===== src/rtl/spi_ram_pkg.sv =====
// Shared definitions for the SPI-attached RAM controller: command opcodes and word widths.
package spi_ram_pkg;

    localparam int unsigned RX_WIDTH   = 10;
    localparam int unsigned DATA_WIDTH = 8;

    typedef enum logic [1:0] {
        OP_WR_ADDR = 2'b00,
        OP_WR_DATA = 2'b01,
        OP_RD_ADDR = 2'b10,
        OP_RD_DATA = 2'b11
    } opcode_e;

endpackage


===== src/rtl/sp_ram_core.sv =====
// Single-port storage array: synchronous write, registered read, no reset on contents.
module sp_ram_core #(
    parameter int unsigned MEM_DEPTH  = 256,
    parameter int unsigned ADDR_SIZE  = 8,
    parameter int unsigned DATA_WIDTH = 8
) (
    input  logic                  clk,
    input  logic                  we,
    input  logic [ADDR_SIZE-1:0]  addr,
    input  logic [DATA_WIDTH-1:0] din,
    output logic [DATA_WIDTH-1:0] dout
);

    logic [DATA_WIDTH-1:0] mem_q [MEM_DEPTH];
    logic [DATA_WIDTH-1:0] dout_q;

    // Read returns the old contents on a same-address write (read-first).
    always_ff @(posedge clk) begin
        if (we) begin
            mem_q[addr] <= din;
        end
        dout_q <= mem_q[addr];
    end

    assign dout = dout_q;

endmodule


===== src/rtl/spi_ram_ctrl.sv =====
// Command decoder and RAM front-end for the SPI slave: acts once per rx_valid rising edge,
// returns read data on tx_data/tx_valid and pulses cmd_err on out-of-order commands.
module spi_ram_ctrl
    import spi_ram_pkg::*;
#(
    parameter int unsigned MEM_DEPTH = 256,
    parameter int unsigned ADDR_SIZE = 8,
    parameter bit          AUTO_INC  = 1'b1
) (
    input  logic                  clk,
    input  logic                  rst_n,
    input  logic [RX_WIDTH-1:0]   rx_data,
    input  logic                  rx_valid,
    output logic [DATA_WIDTH-1:0] tx_data,
    output logic                  tx_valid,
    output logic                  cmd_err
);

    opcode_e               op;
    logic [DATA_WIDTH-1:0] payload;
    logic                  cmd_fire;

    logic                  rx_valid_q, rx_valid_d;
    logic [ADDR_SIZE-1:0]  wr_addr_q, wr_addr_d;
    logic [ADDR_SIZE-1:0]  rd_addr_q, rd_addr_d;
    logic                  wr_addr_vld_q, wr_addr_vld_d;
    logic                  rd_addr_vld_q, rd_addr_vld_d;
    logic                  tx_valid_q, tx_valid_d;
    logic [DATA_WIDTH-1:0] tx_hold_q, tx_hold_d;
    logic                  rd_pend_q, rd_pend_d;
    logic                  cmd_err_q, cmd_err_d;

    logic                  ram_we;
    logic [ADDR_SIZE-1:0]  ram_addr;
    logic [DATA_WIDTH-1:0] ram_dout;

    assign op       = opcode_e'(rx_data[RX_WIDTH-1 -: 2]);
    assign payload  = rx_data[DATA_WIDTH-1:0];
    assign cmd_fire = rx_valid & ~rx_valid_q;

    always_comb begin
        rx_valid_d    = rx_valid;
        wr_addr_d     = wr_addr_q;
        rd_addr_d     = rd_addr_q;
        wr_addr_vld_d = wr_addr_vld_q;
        rd_addr_vld_d = rd_addr_vld_q;
        tx_valid_d    = tx_valid_q;
        rd_pend_d     = 1'b0;
        cmd_err_d     = 1'b0;
        ram_we        = 1'b0;
        ram_addr      = wr_addr_q;

        // tx_valid follows the SPI transaction: once rx_valid drops, the read is over.
        if (!rx_valid) begin
            tx_valid_d = 1'b0;
        end

        if (cmd_fire) begin
            tx_valid_d = 1'b0;
            unique case (op)
                OP_WR_ADDR: begin
                    wr_addr_d     = payload[ADDR_SIZE-1:0];
                    wr_addr_vld_d = 1'b1;
                end
                OP_WR_DATA: begin
                    ram_addr = wr_addr_q;
                    if (wr_addr_vld_q) begin
                        ram_we = 1'b1;
                        if (AUTO_INC) begin
                            wr_addr_d = wr_addr_q + ADDR_SIZE'(1);
                        end
                    end else begin
                        cmd_err_d = 1'b1;
                    end
                end
                OP_RD_ADDR: begin
                    rd_addr_d     = payload[ADDR_SIZE-1:0];
                    rd_addr_vld_d = 1'b1;
                    ram_addr      = rd_addr_q;
                end
                OP_RD_DATA: begin
                    ram_addr = rd_addr_q;
                    if (rd_addr_vld_q) begin
                        tx_valid_d = 1'b1;
                        rd_pend_d  = 1'b1;
                        if (AUTO_INC) begin
                            rd_addr_d = rd_addr_q + ADDR_SIZE'(1);
                        end
                    end else begin
                        cmd_err_d = 1'b1;
                    end
                end
                default: ;
            endcase
        end
    end

    // The RAM read register lands one cycle after the RD_DATA edge; capture it then so
    // tx_data keeps its value while the RAM port is reused and resets cleanly to zero.
    assign tx_hold_d = rd_pend_q ? ram_dout : tx_hold_q;

    always_ff @(posedge clk) begin
        if (!rst_n) begin
            rx_valid_q    <= 1'b0;
            wr_addr_q     <= '0;
            rd_addr_q     <= '0;
            wr_addr_vld_q <= 1'b0;
            rd_addr_vld_q <= 1'b0;
            tx_valid_q    <= 1'b0;
            tx_hold_q     <= '0;
            rd_pend_q     <= 1'b0;
            cmd_err_q     <= 1'b0;
        end else begin
            rx_valid_q    <= rx_valid_d;
            wr_addr_q     <= wr_addr_d;
            rd_addr_q     <= rd_addr_d;
            wr_addr_vld_q <= wr_addr_vld_d;
            rd_addr_vld_q <= rd_addr_vld_d;
            tx_valid_q    <= tx_valid_d;
            tx_hold_q     <= tx_hold_d;
            rd_pend_q     <= rd_pend_d;
            cmd_err_q     <= cmd_err_d;
        end
    end

    sp_ram_core #(
        .MEM_DEPTH  (MEM_DEPTH),
        .ADDR_SIZE  (ADDR_SIZE),
        .DATA_WIDTH (DATA_WIDTH)
    ) u_core (
        .clk  (clk),
        .we   (ram_we),
        .addr (ram_addr),
        .din  (payload),
        .dout (ram_dout)
    );

    assign tx_data  = rd_pend_q ? ram_dout : tx_hold_q;
    assign tx_valid = tx_valid_q;
    assign cmd_err  = cmd_err_q;

endmodule


===== config.mk =====
export PLATFORM = sky130hd
export DESIGN_NAME = spi_ram_ctrl
export DESIGN_NICKNAME = d
export VERILOG_FILES = /design/src/rtl/spi_ram_pkg.sv /design/src/rtl/sp_ram_core.sv /design/src/rtl/spi_ram_ctrl.sv
export SDC_FILE = /design/constraint.sdc
export NUM_CORES = 2
export LEC_CHECK = 0
export CAP_MARGIN = 20
export CORE_MARGIN = 2
export CORE_UTILIZATION = 44
export DETAILED_ROUTE_END_ITERATION = 10
export PLACE_DENSITY = 0.62
export SYNTH_ARGS = -nofsm -noshare
export SYNTH_HDL_FRONTEND = slang
export SYNTH_HIERARCHICAL = 1
export SYNTH_SLANG_ARGS = --single-unit

===== constraint.sdc =====
create_clock -name clk -period 4.26 [get_ports clk]
set_clock_uncertainty 0.15 [all_clocks]
set_input_delay 1.278 -clock clk [delete_from_list [all_inputs] [get_ports clk]]
set_output_delay 1.278 -clock clk [all_outputs]
set_load 0.05 [all_outputs]

==> out/metrics.yaml <==
outcome:
  violations: "setup timing"
  status: "complete, but fails checks"
yosys:
  synthAdderAreaFrac_pct: 0.0312
  syn_nets: 3751
  synth_edf_count: 2048
  synth-seq-cells: 2086
  ys_seq_area_share_pct: 77.7
  syn_avg_cell_area_sq_um: 21.5
  syn-instance-count: 3736
  yosys_warnings: 6
  synth_top_flop_cell: "edfxtp_1"
  syn_area_sq_mm: 0.0801
  synth_top_family_by_area: "multiplexers"
  synthXorXnorAreaFrac_pct: 0
  synthArstFlopShare_pct: 0
  synth_simple_gate_area_share_pct: 2.18
  synth_compound_gate_area_share_pct: 4.01
  yosysUniqueCellTypes: 45
  synthMuxAreaShare_pct: 14.6
final_layout:
  post-route-util_pct: 52.9
  fillCellCount: 13860
  area_growth_pct: 19.4
  multiInputGateArea_sq_mm: 0.0169
  final_layout_size_suffix_gt1_share_pct: 34.2
  final-instance-count-excl-fill: 6974
  area.sequential_sq_mm: 0.0623
  design_area_sq_mm: 0.0957
  final_nets: 4440
critical_path:
  path_max_fanout: 17
  worstPathArrival_ns: 4.82
  required_ns: 4.81
  rrSetupSlack_ns: 0.53
  cp_common_cell: "buf_4"
  startpoint: "rx_data[9]"
  cp_slowest_cell: "o41ai_2"
  criticalPathCategory: "in -> reg"
  r2r-start: "rx_valid_q"
  cp-end-kind: "flop"
  start_kind: "input pin"
  cp_slowest_stage_delay_ns: 0.56
  cp_cell_sequence: "clkdlybuf4s50_1 -> nand3b_4 -> buf_4 -> mux2_8 -> buf_12 -> buf_4 -> mux4_2 -> a22oi_1 -> a21oi_1 -> o41ai_2 -> buf_4 -> nand4_1"
clocking:
  clk_latency_ns: 0.83
  cts_made_buffers: 204
  clkSinkCount: 2086
  clk_pin_slew_worst_paths_ns: 0.06
  cts-htree-levels: 4
  clockBufferDepth: 3
  hold_buffers: 0
  root_buffer: "clkbuf_16"
  cts_tree: "done"
pwr:
  leakage_nw: 30.2
  ir_drop_mv: 0.370
  power_mw: 42.5
  powerDensity_mw_per_mm2: 444
drt:
  wl_per_cell_um: 28.7
  vias: 40972
  drt-total-wl_mm: 200
  firstDrtPassIters: 5
  ant_nets: 0
  drtIter0Drc: 5005
  drc_errors: 0
  via_per_inst: 5.87
placed_design:
  place_congestion: 0.866
  placed_area_sq_mm: 0.0889
  place_hpwl_mm: 128
  port_buffers: 22
  placed_cells: 6587
  pre_cts_ws_ns: -1.09
timing:
  slew_headroom_pct: 40.4
  worst_slack_ns: -0.00764
  period_needed_ns: 4.27
  drv_slew: 0
  tightest_slew_ns: 0.894
  fmax_mhz: 234
  tns_ns: -0.00764
  timing.hold.ws_ns: 0.338
  period_share_pct: 100
  hold_viol: 0
  finalSetupViolations: 1
  rsz0062_at_grt: "true"
floorplan:
  die_w_um: 431
  pin_count: 23
  initial_core_util_pct: 44.3
  die_y_um: 431
  rows: 156
  die-area_sq_mm: 0.186
  core-area_sq_mm: 0.181
global_routing:
  grt_pass1_vias: 40921
  grt-ovfl-total: 0
  grt_pass1_wl_mm: 290
  grt_max_degree: 110
  grt_usage_pct: 21.5
  antenna_found_initial: 6
hold_path:
  min_from: "wr_addr_vld_q"
  hp-class: "reg -> reg"
flow_run:
  drv_cap: 0
## synth_stat cells, drive strengths merged (2+ instances only)
master / n / area share (%)
nor4: 2 / 0.016
mux2: 15 / 0.21
nand2b: 11 / 0.095
nand2: 48 / 0.22
clkbuf: 149 / 0.70
o41ai: 33 / 0.36
nand3: 21 / 0.13
or3: 3 / 0.023
a21oi: 144 / 0.92
o32ai: 3 / 0.033
ha: 2 / 0.031
and2: 15 / 0.12
mux4: 512 / 14
a22oi: 257 / 2.4
buf: 95 / 0.76
nor2: 239 / 1.1
a311oi: 4 / 0.059
nand4: 9 / 0.070
nor3b: 2 / 0.019
a211oi: 4 / 0.037
inv: 7 / 0.033
nor2b: 10 / 0.078
or2: 2 / 0.016
o21ai: 16 / 0.10
dfxtp: 38 / 0.95
nor3: 37 / 0.25
edfxtp: 2048 / 77
o211ai: 2 / 0.019
## worst max-delay path, delay by kind of cell
kind / cells / cell delay [ns]
buf+inv: 5 / 1.40
compound gates: 3 / 1.07
mux: 2 / 0.79
simple gates: 2 / 0.19
## path summary, 6_finish.rpt
| kind | depth (start not counted) | to |
|---|---|---|
| max | 12 | u_core/dout[1] |
| min | 2 | wr_addr_vld_q |
| max reg2reg | 11 | u_core/dout[1] |
| min reg2reg | 2 | wr_addr_vld_q |
## cells in the final DEF (no fill, tap or decap), types with 4 or more instances in the layout
cell and n:
a211oi_1 4, a21oi_1 142, a22oi_1 257, and2_1 14, buf_12 105, buf_4 596, buf_8 8, bufinv_16 18
clkbuf_1 52, clkbuf_16 209, clkbuf_8 5, clkdlybuf4s50_1 13, clkinv_1 35, clkinv_2 44, clkinvlp_4 5, dfxtp_1 38
edfxtp_1 2048, inv_1 7, inv_6 5, mux2_2 13, mux4_2 512, nand2_1 48, nand2b_1 8, nand3_1 15
nand3_2 6, nand4_1 9, nor2_1 238, nor2b_1 8, nor3_1 35, o21ai_0 7, o21ai_1 9, o41ai_1 21
o41ai_2 10
## area by class of cell
type / count / share of cell area (%)
tap: 2370 / 3.10
antenna: 1 / 0.00262
sequential: 2086 / 65.1
clock buffer: 266 / 5.74
inverter: 7 / 0.0275
timing repair buffer: 727 / 7.20
clock inverter: 118 / 1.20
multi-input combinational: 1399 / 17.7
## routing by layer
| metal | part of all wire [%] | vias up | track usage [%] | wire (um) |
|---|---|---|---|---|
| li1 | - | 17155 | - | - |
| met1 | 41 | 21815 | 30.8 | 83000 |
| met2 | 48 | 1738 | 34.7 | 97100 |
| met3 | 7.8 | 264 | 3.51 | 15700 |
| met4 | 2.2 | 0 | 5.46 | 4360 |
| met5 | 0 | - | 0 | 0 |
## timing repair
item                                    in CTS  in global routing
pin swaps                                    0                  1
endpoints found under the setup margin       7                  6
gates resized for setup                      9                  7
setup buffers                                0                  2
## sequential cells by signal, indices dropped and copies added (netlist names), 8 cells and up
signal,flops
rd_addr_q,8
tx_hold_q,8
u_core/dout,8
u_core/mem_q,2048
wr_addr_q,8
## power breakdown
group | total (mW) | internal [mW] | switching, mW
logic | 2.04 | 0.830 | 1.21
registers | 22.6 | 22.5 | 0.0203
clock network | 17.9 | 10.2 | 7.67
total | 42.5 | 33.6 | 8.91
## kinds of logic (layout without fill, tap and decap cells)
| logic type | after synthesis | in the layout |
|---|---|---|
| and+or+nand+nor | 400 | 400 |
| other | 0 | 1 |
| DFF | 2086 | 2086 |
| AOI/OAI and AO/OA | 470 | 470 |
| muxes | 527 | 527 |
| buffers and inverters | 251 | 1118 |
| adders and majority gates | 2 | 2 |
No activity file was read; power rests on OpenSTA's default activity.
